[src/rtl/sdram_rr_arbiter.sv]
// Round-robin arbiter multiplexing NREQ requesters onto the single tsdram command port.
// One command is latched per grant and held until cmd_ack; read beats are steered to the last acked owner.
module sdram_rr_arbiter #(
  parameter int NREQ = 3,
  parameter int IDW  = 2
) (
  input  logic                 clk,
  input  logic                 reset,
  input  logic [2*NREQ-1:0]    req_i,
  input  logic [2*NREQ-1:0]    mask_i,
  input  logic [26*NREQ-1:0]   addr_i,
  input  logic [16*NREQ-1:0]   wdata_i,
  input  logic [NREQ-1:0]      lock_i,
  output logic [NREQ-1:0]      ack_o,
  output logic [NREQ-1:0]      dvalid_o,
  output logic [1:0]           cmd_req,
  output logic [1:0]           cmd_mask,
  output logic [25:0]          cmd_addr,
  output logic [15:0]          cmd_din,
  input  logic                 cmd_ack,
  input  logic                 data_valid,
  output logic [IDW-1:0]       owner_o,
  output logic                 busy_o
);

  typedef enum logic [1:0] {S_IDLE, S_WAIT, S_END} state_t;

  state_t           r_state, w_next;
  logic [IDW-1:0]   r_rr_ptr, r_owner, r_downer;
  logic [IDW-1:0]   w_win, w_win_inc, w_idx;
  logic             w_found;
  logic [NREQ-1:0]  w_pend, r_ack;
  logic [1:0]       w_code, w_mask;
  logic [25:0]      w_addr;
  logic [15:0]      w_wdata;
  logic [1:0]       r_cmd_req, r_cmd_mask;
  logic [25:0]      r_cmd_addr;
  logic [15:0]      r_cmd_din;

  // Reserved code 11 never counts as a request.
  always_comb begin
    w_pend = '0;
    for (int i = 0; i < NREQ; i++) begin
      w_pend[i] = (req_i[2*i +: 2] == 2'b01) || (req_i[2*i +: 2] == 2'b10);
    end
  end

  always_comb begin
    w_found = 1'b0;
    w_win   = '0;
    w_idx   = r_rr_ptr;
    if (lock_i[r_owner] && w_pend[r_owner]) begin
      w_found = 1'b1;
      w_win   = r_owner;
    end else begin
      for (int k = 0; k < NREQ; k++) begin
        if (!w_found && w_pend[w_idx]) begin
          w_found = 1'b1;
          w_win   = w_idx;
        end
        w_idx = (w_idx == IDW'(NREQ-1)) ? '0 : w_idx + IDW'(1);
      end
    end
    w_win_inc = (w_win == IDW'(NREQ-1)) ? '0 : w_win + IDW'(1);
  end

  always_comb begin
    w_code  = '0;
    w_mask  = '0;
    w_addr  = '0;
    w_wdata = '0;
    for (int i = 0; i < NREQ; i++) begin
      if (w_win == IDW'(i)) begin
        w_code  = req_i[2*i +: 2];
        w_mask  = mask_i[2*i +: 2];
        w_addr  = addr_i[26*i +: 26];
        w_wdata = wdata_i[16*i +: 16];
      end
    end
    // Line reads are burst-aligned on 8 words.
    if (w_code == 2'b10) w_addr[2:0] = 3'b000;
  end

  always_ff @(posedge clk or negedge reset) begin
    if (!reset) r_state <= S_IDLE;
    else        r_state <= w_next;
  end

  always_comb begin
    w_next = r_state;
    case (r_state)
      S_IDLE:  if (w_found) w_next = S_WAIT;
      S_WAIT:  if (cmd_ack) w_next = S_END;
      S_END:   w_next = S_IDLE;
      default: w_next = S_IDLE;
    endcase
  end

  always_ff @(posedge clk or negedge reset) begin
    if (!reset) begin
      r_cmd_req  <= '0;
      r_cmd_mask <= '0;
      r_cmd_addr <= '0;
      r_cmd_din  <= '0;
      r_owner    <= '0;
      r_downer   <= '0;
      r_rr_ptr   <= '0;
      r_ack      <= '0;
    end else begin
      r_ack <= '0;
      case (r_state)
        S_IDLE: begin
          if (w_found) begin
            r_cmd_req  <= w_code;
            r_cmd_mask <= w_mask;
            r_cmd_addr <= w_addr;
            r_cmd_din  <= w_wdata;
            r_owner    <= w_win;
            r_rr_ptr   <= w_win_inc;
          end
        end
        S_WAIT: begin
          if (cmd_ack) begin
            r_cmd_req <= 2'b00;
            r_ack     <= NREQ'(1) << r_owner;
            r_downer  <= r_owner;
          end
        end
        default: ;
      endcase
    end
  end

  // Read beats follow the owner of the most recently acked command.
  always_comb begin
    dvalid_o = '0;
    for (int i = 0; i < NREQ; i++) begin
      dvalid_o[i] = data_valid && (r_downer == IDW'(i));
    end
  end

  assign ack_o    = r_ack;
  assign cmd_req  = r_cmd_req;
  assign cmd_mask = r_cmd_mask;
  assign cmd_addr = r_cmd_addr;
  assign cmd_din  = r_cmd_din;
  assign owner_o  = r_owner;
  assign busy_o   = (r_state != S_IDLE);

endmodule

[config.mk]
export PLATFORM = sky130hd
export DESIGN_NAME = sdram_rr_arbiter
export DESIGN_NICKNAME = d
export VERILOG_FILES = /design/src/rtl/sdram_rr_arbiter.sv
export SDC_FILE = /design/constraint.sdc
export NUM_CORES = 1
export LEC_CHECK = 0
export BUFFER_PORTS_ARGS = -buffer_cell sky130_fd_sc_hd__buf_2
export CORE_MARGIN = 2
export CORE_UTILIZATION = 45
export CTS_CLUSTER_SIZE = 30
export DETAILED_ROUTE_END_ITERATION = 16
export PLACE_DENSITY = 0.88
export SLEW_MARGIN = 5
export SYNTH_ARGS = -nofsm -noshare
export SYNTH_HDL_FRONTEND = slang
export SYNTH_SLANG_ARGS = --single-unit
export TNS_END_PERCENT = 10
[constraint.sdc]
create_clock -name clk -period 2.6 [get_ports clk]
set_clock_uncertainty 0.2 [all_clocks]
set_input_delay 0.52 -clock clk [delete_from_list [all_inputs] [get_ports clk]]
set_output_delay 0.52 -clock clk [all_outputs]
set_load 0.05 [all_outputs]
==> run summary, run 1 <==
====================================================================================
Weighted congestion at the end of routability-driven global placement          0.865
Maximum operating frequency                                                0.411 GHz
Worst vdd ir                                                                  623 µV
Iteration-0 DRC count of the detailed router                                     172
Die outline width                                                            93.2 µm
Max clock buf depth                                                                2
Clock Root Buffer                                                       sky130_fd_sc_hd__clkbuf_8
Slew at the pin closest to its max-slew limit                                 615 ps
Maximum level of the CTS H-tree                                                    3
Final-layout worst hold slack                                               -2.43 ps
Area inside the core boundary                                            0.00773 mm²
Arr. time, crit path                                                         2460 ps
Rows                                                                              32
Area of the mapped netlist                                               0.00358 mm²
Crit share post-route                                                          0.936
Via density per instance                                                        5.49
Die area                                                                 0.00869 mm²
Number of resized instances in the post-cts repair step                            0
Most common flop cell mapped by yosys                                   sky130_fd_sc_hd__dfrtp_1
Fraction of registers with async set/reset                                      1.00
Standby leakage power                                                        2.63 nW
Tot GR Track Use                                                               0.256
Largest area contributor in the netlist                                 sky130_fd_sc_hd__dfrtp_1
Max capacitance violation total                                                    0
Chip height                                                                  93.2 µm
Initial standard-cell utilization of the core                                  0.463
Skew-Pair Late Insertion Delay                                                330 ps
YS warnings                                                                        0
Fraction of layout cells with a size suffix above 1                            0.393
Post-synthesis sequential area ratio                                           0.398
Post-route DRC violation count                                                     0
Most common cell after layout, fill and taps aside                      sky130_fd_sc_hd__buf_2
Total clock buffers created by CTS                                                 9
Clock period minus final worst setup slack                                   2430 ps
Net count, final                                                                 774
Count of hold-fix buffers inserted at cts                                          0
First-pass GRT wire length                                                   17.7 mm
Number of global-route vias before repair                                      3,873
Boundary Pins                                                                    200
Critical path class                                                     primary input to flip-flop
CP max FO                                                                         32
Fin. Hold Viols                                                                    2
Pin count of the biggest net entering global routing                              33
Residual antenna-violating net count after detailed routing                        0
Final max-slew violation count                                                     0
Number of antenna violations at the first check in global routing                  0
Result of the run                                                       finished, violations left
Post-Route WL                                                                11.2 mm
Share of Yosys cell area claimed by the top area cell type                     0.398
Clk slew on worst S/H paths                                                    70 ps
Worst-case register-to-register setup slack                                   210 ps
Required time of the critical path                                           2620 ps
DR vias                                                                        4,039
Leftover overflow at the end of global routing                                     0
PD cells                                                                 1300 mW/mm²
Sinks on the clock net                                                            57
Wire length per cell                                                         15.2 µm
Final core utilization                                                         0.646
Critical path startpoint category                                       primary input
Avg Inst Size Synth                                                         8.21 µm²
Post-synthesis sequential element count                                           57
TritonCTS clock tree                                                           built
Synth-to-layout area growth                                                    39.5%
Crit path capture type                                                     flip-flop
Antenna Diode Count                                                                0
Count of flip-flops with a built-in enable after synthesis                         0
Number of iterations in the first detailed-routing pass                            4
Violations in the final reports                                         negative hold slack
Leading post-synthesis cells by cell area                               sky130_fd_sc_hd__dfrtp_1, sky130_fd_sc_hd__a211oi_1, sky130_fd_sc_hd__o31ai_1
Buffer count from post-CTS setup fixing                                            0
Commonest cells after routing, fill and taps aside                      sky130_fd_sc_hd__buf_2, sky130_fd_sc_hd__a211oi_1, sky130_fd_sc_hd__nand2_1, sky130_fd_sc_hd__dfrtp_1, sky130_fd_sc_hd__nor2_1
Count of mapped cells out of synthesis                                           436
Worst rel slew slack                                                           0.590
Inst Count DP                                                                    720
Dpl hpwl                                                                     8.26 mm
Final setup violation count                                                        0
Min-delay worst type                                                    primary input to asynchronous set/reset pin
Post-route non-filler standard cell count                                        736
Syn_nets                                                                         581
Count of distinct cell types in the synthesized netlist                           42
Number of buffers added on ports                                                 199
====================================================================================
==> final timing paths <==
kind,cells past startpoint,start,endpoint
min in group clk,2,cmd_ack,r_state[0]
worst min-delay path,1,reset,cmd_din[3]
worst max-delay path,8,req_i[3],cmd_addr[6]
max in group asynchronous,2,reset,r_rr_ptr[0]
worst min register to register,2,cmd_din[9],cmd_din[9]
worst max register to register,7,owner_o[0],cmd_addr[6]
==> cells by family (layout without fill, tap and decap cells) <==
logic type / count (synthesis) / count (layout) / synth area share
mux: 1 / 1 / 0.00384
simple gates: 133 / 133 / 0.160
xor+xnor: 4 / 4 / 0.00979
flops: 57 / 57 / 0.398
buf+inv: 87 / 285 / 0.105
compound gates: 154 / 154 / 0.323
==> area by class of cell <==
class | instances | area (µm²)
inverter | 46 | 173
sequential | 57 | 1430
timing repair buffer | 223 | 1250
multi-input combinational | 292 | 1810
fill | 671 | 2730
clock inverter | 1 | 5.00
clock buffer | 15 | 206
tap | 102 | 128
==> layer usage <==
metal / track usage / up-vias / wire [µm] / part of all wire
met5: 0 / - / 0 / 0
met4: 0.100 / 0 / 237 / 0.021
met3: 0.0516 / 22 / 853 / 0.076
met2: 0.443 / 193 / 5520 / 0.49
met1: 0.313 / 1881 / 4590 / 0.41
li1: - / 1943 / - / -
==> critical path, cell delays in order <==
cell and delay (ps):
sky130_fd_sc_hd__buf_2 130, sky130_fd_sc_hd__xnor2_1 430, sky130_fd_sc_hd__o2bb2ai_1 160, sky130_fd_sc_hd__o31ai_1 340, sky130_fd_sc_hd__nor2b_4 290, sky130_fd_sc_hd__buf_12 210
sky130_fd_sc_hd__a211oi_1 90, sky130_fd_sc_hd__o31ai_1 260
==> power breakdown <==
| group | leakage [nW] | switching [mW] | internal [mW] |
|---|---|---|---|
| registers | 0.710 | 0.241 | 1.31 |
| clock network | 0.112 | 0.340 | 0.501 |
| logic | 1.81 | 2.89 | 1.23 |
==> cells in the mapped netlist, types with 3 or more instances <==
library cell / instances
sky130_fd_sc_hd__a2111oi_0: 3
sky130_fd_sc_hd__a211oi_1: 80
sky130_fd_sc_hd__a22o_1: 4
sky130_fd_sc_hd__a31oi_1: 3
sky130_fd_sc_hd__and3_1: 5
sky130_fd_sc_hd__buf_2: 13
sky130_fd_sc_hd__buf_4: 3
sky130_fd_sc_hd__buf_6: 3
sky130_fd_sc_hd__clkbuf_1: 21
sky130_fd_sc_hd__dfrtp_1: 57
sky130_fd_sc_hd__inv_1: 46
sky130_fd_sc_hd__nand2_1: 57
sky130_fd_sc_hd__nand2b_1: 3
sky130_fd_sc_hd__nand3_1: 4
sky130_fd_sc_hd__nor2_1: 49
sky130_fd_sc_hd__nor2b_1: 4
sky130_fd_sc_hd__nor3_1: 3
sky130_fd_sc_hd__o21ai_0: 5
sky130_fd_sc_hd__o31ai_1: 42
sky130_fd_sc_hd__o41ai_1: 3
==> stage by stage <==
stage                     TNS (ps)  hold slack [ps]  total power, mW  cell area, µm²  worst slack [ps]
after floorplan                  0             24.4             4.56            3580               144
after global placement       -15.8              254             5.58            4780             -15.8
after detailed placement     -1420              262             5.68            4780             -94.4
after CTS                        0             2.88             6.53            4990               196
after global routing        -0.435             39.4             6.92            4990            -0.435
final                            0            -2.43             6.51            4990               166
==> sequential cells by signal, indices dropped and copies added (netlist names) <==
signal / flops
cmd_addr: 26
cmd_mask: 2
cmd_req: 2
r_state: 2
r_downer: 2
cmd_din: 16
ack_o: 3
owner_o: 2
r_rr_ptr: 2
Power figures use the tool's default switching activity.
==> inputs of run 2 (changes only) <==
--- a/config.mk
+++ b/config.mk
@@ -6,7 +6,6 @@
 export NUM_CORES = 1
 export LEC_CHECK = 0
 export BUFFER_PORTS_ARGS = -buffer_cell sky130_fd_sc_hd__buf_2
-export CORE_MARGIN = 2
 export CORE_UTILIZATION = 45
 export CTS_CLUSTER_SIZE = 30
 export DETAILED_ROUTE_END_ITERATION = 16
==> run 2 against run 1 <==
  * The run now ends clean
  * Sequential share of layout area about the same
  * Register-to-register slack barely moved
  * Power rose by 1.0%
  * First-iteration DRC count shrank 5.2%
  * Critical endpoint is now cmd_addr[2]
  * Final cell count decreased by 0.54%
  * Clock power grew 7.4%
  * Cell area is essentially flat
  * Worst hold slack gained 200 ps
  * Critical path depth down 2
  * Die area is 4.2% lower
  * Via count grew 0.52%
  * Global-route usage increased by 1.6 points
==> run summary, run 2 (synthesized netlist as in run 1, its figures left out) <==
====================================================================================
Result of the run                                                       complete, no violations
Required time of the critical path                                           2610 ps
PD cells                                                                 1320 mW/mm²
Synth-to-layout area growth                                                    39.4%
Switching component of the power                                             3.50 mW
Final core utilization                                                         0.646
Buffer count from post-CTS setup fixing                                            0
Final-layout setup total negative slack                                         0 ps
Pin count of the biggest net entering global routing                              43
Max capacitance violation total                                                    0
Clock Root Buffer                                                       sky130_fd_sc_hd__clkbuf_8
Iteration-0 DRC count of the detailed router                                     163
Global routing's busiest layer                                                  met2
GR Util met3                                                                  0.0486
Antenna Diode Count                                                                0
Net count, final                                                                 770
Skew-Pair Late Insertion Delay                                                340 ps
Sinks on the clock net                                                            57
Maximum operating frequency                                                0.421 GHz
Final max-slew violation count                                                     0
Total clock buffers created by CTS                                                 9
Final-layout worst hold slack                                                 195 ps
Worst vdd ir                                                                  720 µV
Critical path startpoint category                                          flip-flop
Most common cell after layout, fill and taps aside                      sky130_fd_sc_hd__buf_2
Die area                                                                 0.00832 mm²
Number of buffers added on ports                                                 199
Clock period minus final worst setup slack                                   2380 ps
Die outline width                                                            91.2 µm
Post-route DRC violation count                                                     0
Number of iterations in the first detailed-routing pass                            4
Part of the power in registers                                                 0.237
Boundary Pins                                                                    200
Final setup violation count                                                        0
Number of flip-flops under the largest register name                              26
Worst rel slew slack                                                           0.616
Number of global-route vias before repair                                      3,880
First-pass GRT wire length                                                   18.1 mm
Area inside the core boundary                                            0.00773 mm²
Via density per instance                                                        5.55
Weighted congestion at the end of routability-driven global placement          0.926
Residual antenna-violating net count after detailed routing                        0
CP max FO                                                                          6
Fillers                                                                          665
Fin. Hold Viols                                                                    0
Combinational Power Share                                                      0.625
Arr. time, crit path                                                         2380 ps
Wire length per cell                                                         15.1 µm
Critical path class                                                     flip-flop to flip-flop
Clock Power Share                                                              0.137
Slew at the pin closest to its max-slew limit                                 575 ps
Min-delay worst type                                                    primary input to flip-flop
Tot GR Track Use                                                               0.272
Dpl hpwl                                                                     8.06 mm
DR vias                                                                        4,060
Crit path capture type                                                     flip-flop
Crit share post-route                                                          0.914
Fraction of layout cells with a size suffix above 1                            0.384
Leftover overflow at the end of global routing                                     0
Clk slew on worst S/H paths                                                    70 ps
Rows                                                                              32
M1 GR Usage                                                                    0.334
Initial standard-cell utilization of the core                                  0.463
Chip height                                                                  91.2 µm
GR Layer Usage met2                                                            0.471
Max clock buf depth                                                                2
TritonCTS clock tree                                                           built
Post-Route WL                                                                11.1 mm
Maximum level of the CTS H-tree                                                    3
Number of antenna violations at the first check in global routing                  0
Commonest cells after routing, fill and taps aside                      sky130_fd_sc_hd__buf_2, sky130_fd_sc_hd__a211oi_1, sky130_fd_sc_hd__nand2_1, sky130_fd_sc_hd__dfrtp_1, sky130_fd_sc_hd__nor2_1
Standby leakage power                                                        2.61 nW
Unrepaired setup endpoints after global routing                                   no
Cell-internal power                                                          3.07 mW
Sw frac                                                                        0.533
====================================================================================
run 2: cell types whose count changed in the layout (fill, tap and decap cells not counted), sizes merged:
| cell | delta |
|---|---|
| bufinv | +2 |
| clkbuf | -4 |
| buf | -5 |
| clkinvlp | +2 |
| dlygate4sd3 | +1 |
run 2: per-stage QoR:
step,setup slack [ps],instances,power (mW),instance area (µm²)
5_1_grt,55.5,732,6.96,4990
6_report,224,732,6.57,4990
4_1_cts,113,732,6.59,4990
3_3_place_gp,61.4,715,5.57,4760
2_1_floorplan,144,436,4.56,3580
3_5_place_dp,-55.3,715,5.68,4760
run 2: worst max-delay path, stage by stage, from the launching register on:
cell,delay (ps)
sky130_fd_sc_hd__dfrtp_1,440
sky130_fd_sc_hd__nor2b_1,170
sky130_fd_sc_hd__a22o_1,250
sky130_fd_sc_hd__or4_1,430
sky130_fd_sc_hd__a31oi_2,210
sky130_fd_sc_hd__mux2i_2,150
sky130_fd_sc_hd__o41ai_1,400
run 2: cell type report:
cell class	count	area (µm²)	area share
flip-flops and latches	57	1430	0.286
clock buffers	11	131	0.0263
inverters	46	173	0.0346
repair buffers	219	1250	0.250
multi-input cells	292	1810	0.362
well taps	102	128	0.0256
clock inverters	5	80.1	0.0160
run 2: repair_timing:
item / CTS / global route
hold buffers: 1 / 0
endpoints found under the setup margin: 0 / 1
gates resized for setup: 0 / 1
endpoints found under the hold margin: 18 / 0
run 2: final timing paths:
kind | from | to | slack [ps] | cells after the start
worst max register to register | r_rr_ptr[1] | cmd_addr[2] | 220 | 6
max in group asynchronous | reset | cmd_addr[13] | 1100 | 3
worst min register to register | cmd_din[13] | cmd_din[13] | 270 | 2
min in group asynchronous | reset | cmd_din[1] | 510 | 2
worst max-delay path | r_rr_ptr[1] | cmd_addr[2] | 220 | 6
worst min-delay path | cmd_ack | r_state[0] | 200 | 2
run 2: power groups by stage:
stage | sequential [mW] | clock, mW | combinational [mW]
floorplan | 2.80 | 0 | 1.76
global placement | 1.55 | 0 | 4.02
detailed placement | 1.57 | 0 | 4.11
CTS | 1.56 | 0.912 | 4.11
global route | 1.61 | 0.960 | 4.40
finish | 1.56 | 0.903 | 4.11
run 2: metal layers:
metal / wire, µm / vias up
met5: 0 / -
met4: 224 / 0
met3: 717 / 19
met2: 5490 / 186
met1: 4650 / 1913
li1: - / 1942
